## config.mk

```make
export PLATFORM = sky130hd
export DESIGN_NAME = demux_stream_nch
export DESIGN_NICKNAME = d
export VERILOG_FILES = /design/src/rtl/demux_stream_nch.sv
export SDC_FILE = /design/constraint.sdc
export NUM_CORES = 1
export LEC_CHECK = 0
export CORE_MARGIN = 10
export CORE_UTILIZATION = 37
export CTS_CLUSTER_DIAMETER = 100
export DETAILED_ROUTE_END_ITERATION = 12
export GPL_TIMING_DRIVEN = 0
export HOLD_SLACK_MARGIN = 0.12
export PLACE_DENSITY_LB_ADDON = 0.12
export SLEW_MARGIN = 40
export SYNTH_ARGS = -nofsm -noshare
export SYNTH_HDL_FRONTEND = slang
export SYNTH_SLANG_ARGS = --single-unit
```

## constraint.sdc

```tcl
create_clock -name clk -period 4.7 [get_ports clk]
set_clock_uncertainty 0.1 [all_clocks]
set_input_delay 0.94 -clock clk [delete_from_list [all_inputs] [get_ports clk]]
set_output_delay 0.94 -clock clk [all_outputs]
set_load 0.03 [all_outputs]
```

## src/rtl/demux_stream_nch.sv

```systemverilog
// -----------------------------------------------------------------------------
// demux_stream_nch
//
// Registered 1-to-NUM_CH word demultiplexer with a valid/ready handshake on
// the input side and per-channel valid/ready on the output side. One word is
// held at a time. A pending mask records which channels are still owed that
// word. A new word is accepted as soon as the last owed channel drains,
// including in the same cycle, so throughput is one word per clock.
//
// Parameters
//   WIDTH   data word width in bits (>= 1)
//   NUM_CH  number of output channels (2..16, any value)
//   SELW    select width, derived from NUM_CH (not overridable)
//
// Ports
//   clk        single clock, all state updates on the rising edge
//   rst        synchronous, active-high reset
//   in_valid   source presents a word
//   in_ready   block can take a word this cycle
//   in_data    word to route
//   in_sel     destination channel index
//   in_bcast   (only with DEMUX_STREAM_BCAST_EN) deliver the word to every channel
//   out_valid  per-channel valid, bit k = channel k
//   out_ready  per-channel consumer ready
//   out_data   flattened outputs, channel k at [k*WIDTH +: WIDTH]; idle channels read 0
//   sel_err    one-cycle pulse after a word with in_sel >= NUM_CH was consumed
//
// Optional feature
//   Define DEMUX_STREAM_BCAST_EN to add the in_bcast input. A broadcast word
//   is owed to all channels. Each channel drains on its own ready, and the
//   input reopens only after the last channel has taken the word.
// -----------------------------------------------------------------------------
module demux_stream_nch #(
  parameter  int WIDTH  = 8,
  parameter  int NUM_CH = 4,
  localparam int SELW   = (NUM_CH > 1) ? $clog2(NUM_CH) : 1
) (
  input  logic                    clk,
  input  logic                    rst,
  input  logic                    in_valid,
  output logic                    in_ready,
  input  logic [WIDTH-1:0]        in_data,
  input  logic [SELW-1:0]         in_sel,
`ifdef DEMUX_STREAM_BCAST_EN
  input  logic                    in_bcast,
`endif
  output logic [NUM_CH-1:0]       out_valid,
  input  logic [NUM_CH-1:0]       out_ready,
  output logic [NUM_CH*WIDTH-1:0] out_data,
  output logic                    sel_err
);

  // Two-state view of the holding register: EMPTY when no channel is owed
  // the held word, FULL otherwise.
  localparam logic [0:0] ST_EMPTY = 1'b0;
  localparam logic [0:0] ST_FULL  = 1'b1;

  // The select is compared one bit wider than its own width. That keeps the
  // range test exact even when NUM_CH is a power of two.
  localparam logic [SELW:0] CH_LIMIT = (SELW+1)'(NUM_CH);

  logic [0:0]        state_reg,   state_next;
  logic [NUM_CH-1:0] pend_reg,    pend_next;
  logic [WIDTH-1:0]  data_reg,    data_next;
  logic              sel_err_reg, sel_err_next;

  logic [NUM_CH-1:0] done_mask;
  logic [NUM_CH-1:0] remain_mask;
  logic [NUM_CH-1:0] sel_onehot;
  logic              sel_in_range;
  logic              accept;
  logic              bcast;

`ifdef DEMUX_STREAM_BCAST_EN
  assign bcast = in_bcast;
`else
  assign bcast = 1'b0;
`endif

  // ---------------------------------------------------------------------------
  // Select decode
  // ---------------------------------------------------------------------------
  assign sel_in_range = ({1'b0, in_sel} < CH_LIMIT);

  generate
    for (genvar gi = 0; gi < NUM_CH; gi++) begin : g_decode
      assign sel_onehot[gi] = (in_sel == SELW'(gi));
    end
  endgenerate

  // ---------------------------------------------------------------------------
  // Drain and handshake
  // ---------------------------------------------------------------------------
  // A channel is served when it is owed the word and its consumer is ready.
  // out_ready on an idle channel falls out of the AND and has no effect.
  assign done_mask   = pend_reg & out_ready;
  assign remain_mask = pend_reg & ~done_mask;

  // The input opens when nothing will still be owed after this edge. That
  // allows a word to be taken in the same cycle the last channel drains.
  assign in_ready = (state_reg == ST_EMPTY) || (remain_mask == '0);
  assign accept   = in_valid & in_ready;

  // ---------------------------------------------------------------------------
  // Next-state logic
  // ---------------------------------------------------------------------------
  always_comb begin
    pend_next    = remain_mask;
    data_next    = data_reg;
    sel_err_next = 1'b0;

    if (accept) begin
      if (bcast) begin
        pend_next = '1;
        data_next = in_data;
      end else if (sel_in_range) begin
        // The new word's mask replaces the old one completely. Any channel
        // still owed is already known to be draining on this edge.
        pend_next = sel_onehot;
        data_next = in_data;
      end else begin
        // An unroutable word is consumed and dropped. The previous data
        // stays in the register but is invisible, because pend is zero.
        pend_next    = '0;
        sel_err_next = 1'b1;
      end
    end

    state_next = (pend_next != '0) ? ST_FULL : ST_EMPTY;
  end

  // ---------------------------------------------------------------------------
  // State registers
  // ---------------------------------------------------------------------------
  always_ff @(posedge clk) begin
    if (rst) begin
      state_reg   <= ST_EMPTY;
      pend_reg    <= '0;
      data_reg    <= '0;
      sel_err_reg <= 1'b0;
    end else begin
      state_reg   <= state_next;
      pend_reg    <= pend_next;
      data_reg    <= data_next;
      sel_err_reg <= sel_err_next;
    end
  end

  // ---------------------------------------------------------------------------
  // Outputs: every output comes from a register, with no path from in_data
  // ---------------------------------------------------------------------------
  assign out_valid = pend_reg;
  assign sel_err   = sel_err_reg;

  generate
    for (genvar gi = 0; gi < NUM_CH; gi++) begin : g_out
      // Idle channels read zero, matching the combinational demux this replaces.
      assign out_data[gi*WIDTH +: WIDTH] = pend_reg[gi] ? data_reg : '0;
    end
  endgenerate

endmodule

```

==> parameters.txt, run 1 <==
Parameter                              Value

Logic synthesis
  Share of the yosys chip area belonging to registers    32.96%
  Ys Warns    0
  Synthesized netlist net count    116
  Multiplexer fraction of the synthesized cell area    0%
  Most repeated cell in the gate-level netlist after synthesis    sky130_fd_sc_hd__and2_1
  Synthesized area divided by synthesized cell count    7.975 µm²
  Proportion of synthesized flip-flops having asynchronous set or reset    0%
  Count of unique library cells instantiated by Yosys    22
  Area of the mapped netlist    789.5 µm²
  Prevailing post-synth register cell    sky130_fd_sc_hd__dfxtp_1
  Synth Area in Simple Gates    39.94%
  Number of enable-type register cells in the synthesized netlist    0
  Cell taking the most area after synthesis    sky130_fd_sc_hd__dfxtp_1
  Post-synthesis share of cell area spent on full adders, half adders and majority gates    0%
  Seq cells post-synth    13
  Share of Yosys cell area claimed by the top area cell type    32.96%
  Number of instances in the synthesized netlist    99
  Xor-xnor portion of the synthesized cell area    0%
  Largest family of logic cells by synthesized area    simple AND/OR/NAND/NOR gates
  Main area contributors after synthesis    sky130_fd_sc_hd__dfxtp_1 (33%), sky130_fd_sc_hd__and2_1 (25%), sky130_fd_sc_hd__a21oi_1 (5.1%)
  Most used standard cells in the synthesized netlist    sky130_fd_sc_hd__and2_1 (32), sky130_fd_sc_hd__dfxtp_1 (13), sky130_fd_sc_hd__a21oi_1 (8), sky130_fd_sc_hd__nand3_1 (8), sky130_fd_sc_hd__o21ai_0 (8)
  Compound-Gate Fraction of Synth Area    22.19%

STA
  Crit path setup slack, layout    0.8558 ns
  Count of final max-slew check failures    0
  Final Setup Violations    0
  Portion of the clock cycle consumed by the worst path in the final layout    81.79%
  Max Clock Freq    260.1 MHz
  Total count of hold-check failures in the final report    0
  Final hold slack    0.4168 ns
  Unrepaired setup endpoints after global routing    false
  Min cycle time layout    3.844 ns
  Setup TNS Final    0 ns

Global route
  GRT Resource Usage Total    11.26%
  Largest net degree at the start of global routing    11
  Remaining Overflow, GRT    0
  First-pass GRT wire length    4.036 mm
  Vias in the first global route    880
  Number of antenna violations at the first check in global routing    0

Drt
  Final routed wirelength across all metal layers    2.734 mm
  Number of optimization iterations in the first detailed-route pass    4
  Routed wirelength normalized by instance count    14.94 µm
  Drt first-iter violations    33
  Via/cell ratio    5.066
  Number of remaining DRC errors    0
  Vias post-DR    927
  Number of nets still failing antenna checks after routing    0

CTS
  Clock tree from TritonCTS    built
  Buffer depth of the longest clock path    2
  CTS resizes    0
  Maximum level of the CTS H-tree    1
  Clock buffers created by TritonCTS    3
  Post-CTS setup buffers    0
  Root buffer cell    sky130_fd_sc_hd__clkbuf_4
  Count of clock tree sinks    13
  Worst-path clk slew    0.08 ns
  Hold buffer count at cts    0
  Later-pin clock latency in the skew report    0.27 ns

Worst setup path
  Worst Reg2Reg Path Length in Cells    4
  Register-to-register path setup slack    3.01 ns
  Worst setup path class    in2out
  Worst Setup EP    in_ready
  Startpoint of the most critical setup path    out_ready[2]
  Critical Path AT    2.80 ns
  Type of element launching the critical path    input port
  Capture instance of the worst register-to-register path    data_reg[1]
  Endpoint class of the critical path    output pin
  Reg-to-reg startpoint    out_valid[3]
  Worst Path Max Fanout    9
  Critical Path RT    3.66 ns

Power and ir drop
  Post-layout total power    0.2693 mW
  Leak    0.5176 nW
  Power per cell area    195.0 mW/mm²
  Largest voltage drop on the vdd net    0.1680 mV

Placement
  Total of buffers placed on input and output ports    53
  Global placer's final weighted congestion    0.7433
  Detail Placement HPWL    2.204 mm
  Placement Setup Slack    0.8624 ns

Floorplanning
  Total die area    0.004382 mm²
  Row cnt    16
  Initial core utilization    39.44%
  Width of the chip    66.20 µm
  Die span in y    66.20 µm
  Core area    0.002002 mm²
  Number of top-level pins    55

Final layout
  Number of flip-flops under the largest register name    8
  Antenna diode count    0
  Fraction of layout cells with a size suffix above 1    6.410%
  Layout Nets    174
  Area delta synth->final    74.96%
  Count of fill cells added during filler insertion    158

Job
  Number of max-cap violations    0

Outcome
  Outcome    finished clean

Hold path
  Path type of the worst min-delay path    reg2reg
-- worst max-delay path, stage by stage --
cell,delay (ns)
sky130_fd_sc_hd__clkdlybuf4s50_1,0.47
sky130_fd_sc_hd__nor2b_2,0.07
sky130_fd_sc_hd__o41a_4,0.55
sky130_fd_sc_hd__clkinv_4,0.10
sky130_fd_sc_hd__clkdlybuf4s50_1,0.67
-- layout by cell type, fill, tap and decap left out, drive strengths merged, types with 2 or more instances in the layout --
master / netlist / layout
clkdlybuf4s50: 0 / 53
and2: 32 / 32
dfxtp: 13 / 13
nand3: 8 / 8
o21ai: 8 / 8
a21oi: 8 / 8
clkbuf: 2 / 5
o41ai: 4 / 4
a22oi: 4 / 4
nor2: 4 / 4
nor2b: 4 / 4
inv: 2 / 2
nand2b: 2 / 2
clkinv: 1 / 2
-- per-layer routing --
layer	wire length (µm)	up-vias	part of all wire (%)	track usage, %
met5	0	-	0	0
met4	20	0	0.73	3.141
met3	343	4	13	3.898
met2	1157	58	42	18.54
met1	1212	409	44	13.42
li1	-	456	-	-
-- final cells by class --
cell class                 instances  area, µm²  area share (%)
clock inverter                     1      5.005          0.3623
tap                               27      33.78           2.446
sequential                        13      260.3           18.84
inverter                           3      16.27           1.178
multi-input combinational         80      494.2           35.78
timing repair buffer              53      530.5           38.41
buffer                             3      18.77           1.359
clock buffer                       3      22.52           1.630
-- metrics by stage --
stage,std cells,area (µm²),util (%)
CTS,183,1381,69.00
finish,183,1381,69.00
detailed placement,179,1354,67.63
floorplan,99,789.5,-
global route,183,1381,69.00
global placement,179,1354,67.63
-- cell families after synthesis --
kind of cell | count (synthesis)
and+or+nand+nor | 53
AOI/OAI and AO/OA | 26
DFF | 13
buffers and inverters | 6
other | 1
-- power by group --
group	internal [mW]	switching, mW
logic	0.0361	0.0372
clock network	0.0315	0.0369
registers	0.118	0.0102
total	0.185	0.0842
-- worst min path at each step --
| stage | startpoint | end | slack [ns] | depth (start not counted) |
|---|---|---|---|---|
| 2_1_floorplan | data_reg[3] | data_reg[3] | 0.37 | 2 |
| 3_3_place_gp | data_reg[1] | data_reg[1] | 0.39 | 2 |
| 3_5_place_dp | data_reg[0] | data_reg[0] | 0.41 | 2 |
| 4_1_cts | data_reg[0] | data_reg[0] | 0.42 | 2 |
| 5_1_grt | data_reg[5] | data_reg[5] | 0.46 | 2 |
| 6_report | data_reg[0] | data_reg[0] | 0.42 | 2 |
(Power assumes the default switching activity.)
==> inputs of run 2 (changes only) <==
Settings changed: CORE_UTILIZATION 37 to 34.
Clock period 4.7 ns to 3.8 ns, I/O delays scaled along.
==> run 2 against run 1 <==
Net effect:
- die area up 6.1%
- wire length is 2.3% lower
- sequential power increased by 23%
- core utilization down 6.5 points
- global-route usage decreased by 0.39 points
- design area barely moved
- clock power increased by 25%
- via count is 3.3% lower
- clock-buffer cell count unchanged
==> parameters.txt, run 2 (synthesis gave the netlist of run 1 again) <==
Parameter                              Value

Global route
  Remaining Overflow, GRT    0 (unchanged)
  Met3 Use GR    4.568% (+0.67 points)
  First-pass GRT wire length    3.995 mm (-1.0%)
  Vias in the first global route    830 (-5.7%)
  Met1 global-route usage    12.53% (-0.88 points)
  Number of antenna violations at the first check in global routing    0 (unchanged)
  Largest net degree at the start of global routing    11 (unchanged)
  Fraction of met2 tracks used by global routing    17.67% (-0.87 points)
  Busiest grt layer    met2
  GRT Resource Usage Total    10.87% (-0.39 points)

Hold path
  Path type of the worst min-delay path    reg2reg

Worst setup path
  Register-to-register path setup slack    2.13 ns (-0.88 ns)
  Worst setup path class    in2out
  Capture instance of the worst register-to-register path    data_reg[1]
  Worst Reg2Reg Path Length in Cells    4 (unchanged)
  Reg-to-reg startpoint    out_valid[2]
  Worst Path Max Fanout    9 (unchanged)
  Cell type with the highest occurrence count on the critical path    sky130_fd_sc_hd__clkdlybuf4s50_1
  Endpoint class of the critical path    output pin
  Critical Path RT    2.94 ns (-0.72 ns)
  Critical Path AT    2.64 ns (-0.16 ns)
  Worst Setup EP    in_ready
  Type of element launching the critical path    input port
  Slowest CP cell    sky130_fd_sc_hd__clkdlybuf4s50_1
  Startpoint of the most critical setup path    out_ready[2]
  Critical path cell sequence    clkdlybuf4s50_1, nor2b_2, o41a_4, clkinv_4, clkdlybuf4s50_1
  Max incr delay on CP    0.67 ns (about the same)

Floorplanning
  Initial core utilization    35.69% (-3.7 points)
  Core area    0.002212 mm² (+10%)
  Die span in y    68.19 µm (+3.0%)
  Width of the chip    68.19 µm (+3.0%)
  Total die area    0.004649 mm² (+6.1%)
  Row cnt    17 (+1)
  Number of top-level pins    55 (unchanged)

Drt
  Routed wirelength normalized by instance count    14.52 µm (-2.8%)
  Final routed wirelength across all metal layers    2.672 mm (-2.3%)
  Vias post-DR    896 (-3.3%)
  Via/cell ratio    4.870 (-3.9%)
  Number of nets still failing antenna checks after routing    0 (unchanged)
  Drt first-iter violations    52 (+58%)
  Number of optimization iterations in the first detailed-route pass    4 (unchanged)
  Number of remaining DRC errors    0 (unchanged)

Outcome
  Outcome    finished clean

CTS
  Maximum level of the CTS H-tree    1 (unchanged)
  Clock tree from TritonCTS    built
  Post-CTS setup buffers    0 (unchanged)
  Later-pin clock latency in the skew report    0.27 ns (about the same)
  Count of clock tree sinks    13 (unchanged)
  Hold buffer count at cts    0 (unchanged)
  Worst-path clk slew    0.08 ns (about the same)
  Clock buffers created by TritonCTS    3 (unchanged)
  Root buffer cell    sky130_fd_sc_hd__clkbuf_4
  CTS resizes    0 (unchanged)
  Buffer depth of the longest clock path    2 (unchanged)

STA
  Count of final max-slew check failures    0 (unchanged)
  Total count of hold-check failures in the final report    0 (unchanged)
  Setup TNS Final    0 ns (unchanged)
  Final hold slack    0.4100 ns (-0.006874 ns)
  Max Clock Freq    285.9 MHz
  Min cycle time layout    3.498 ns
  Unrepaired setup endpoints after global routing    false
  Final Setup Violations    0 (unchanged)
  Portion of the clock cycle consumed by the worst path in the final layout    92.05%

Final layout
  Area used by sequential logic in the layout    260.3 µm² (unchanged)
  Cell Count, Final, Fillers Out    184 (+0.55%)
  Fraction of layout cells with a size suffix above 1    6.410% (unchanged)
  Footprint of the multi-input gates    494.2 µm² (unchanged)
  Most common library cell in the layout ignoring fill and taps    sky130_fd_sc_hd__clkdlybuf4s50_1
  Commonest cells after routing, fill and taps aside    sky130_fd_sc_hd__clkdlybuf4s50_1 (53), sky130_fd_sc_hd__and2_1 (32), sky130_fd_sc_hd__dfxtp_1 (13)
  Design Area, Final    0.001383 mm² (about the same)
  Layout Nets    174 (unchanged)
  Number of flip-flops under the largest register name    8 (unchanged)
  Area delta synth->final    75.12% (about the same)
  Count of fill cells added during filler insertion    218 (+38%)
  Antenna diode count    0 (unchanged)

Power and ir drop
  Net switching power of the design    0.1043 mW (+24%)
  Internal power consumption    0.2290 mW (+24%)
  Largest voltage drop on the vdd net    0.1852 mV (+10%)
  Switching share of power    31.29% (about the same)
  Portion of total power attributed to the clock network    25.7% (+0.3 points)
  Power per cell area    241.0 mW/mm² (+24%)
  Post-layout total power    0.3333 mW (+24%)
  Combinational share of power    27.1% (about the same)
  Sequential share of power    47.2% (-0.2 points)
  Leak    0.5176 nW (unchanged)

Placement
  Global placer's final weighted congestion    0.7483 (+0.67%)
  DP Cell Count    180 (+0.56%)
  Detail Placement HPWL    2.219 mm (+0.68%)
  Total of buffers placed on input and output ports    53 (unchanged)
  Placed instance area    0.001355 mm² (about the same)

Job
  Number of max-cap violations    0 (unchanged)
==> run 2: cell counts in the layout (fill, tap and decap cells not counted) <==
No cell type changed its count.
==> run 2: area by class of cell <==
type	count	area share, %
flip-flops and latches	13	18.82
repair buffers	53	38.37
plain buffers	3	1.357
multi-input cells	80	35.75
clock buffers	3	1.629
well taps	28	2.534
clock inverters	1	0.3620
inverters	3	1.176
==> run 2: power by group through the flow <==
stage          Clock (mW)  Sequential [mW]  Combinational (mW)
2_1_floorplan           0            0.161              0.0455
3_3_place_gp            0            0.160              0.0882
3_5_place_dp            0            0.161              0.0901
4_1_cts            0.0866            0.158              0.0904
5_1_grt            0.0938            0.160              0.0967
6_report           0.0856            0.157              0.0903
==> run 2: worst min-delay path by stage <==
stage | startpoint | end | slack (ns) | cells after the start
floorplan | data_reg[3] | data_reg[3] | 0.37 | 2
global placement | data_reg[6] | data_reg[6] | 0.40 | 2
detailed placement | data_reg[5] | data_reg[5] | 0.40 | 2
CTS | data_reg[5] | data_reg[5] | 0.41 | 2
global route | data_reg[2] | data_reg[2] | 0.46 | 2
finish | data_reg[5] | data_reg[5] | 0.41 | 2
==> run 2: stage by stage <==
step | utilization (%) | setup WS (ns)
floorplan | - | 1.490
global placement | 61.26 | 0.3176
detailed placement | 61.26 | 0.3108
CTS | 62.50 | 0.2986
global route | 62.50 | 0.2414
finish | 62.50 | 0.3019
==> run 2: per-layer routing <==
metal,vias up,wire length (µm)
li1,458,-
met1,393,1174
met2,43,1097
met3,2,395
met4,0,4
met5,-,0
==> run 2: worst max-delay path, delay by kind of cell <==
family	cells	cell delay, ns
AO/OA/AOI/OAI	1	0.55
buffers and inverters	3	1.25
AND/OR/NAND/NOR	1	0.07
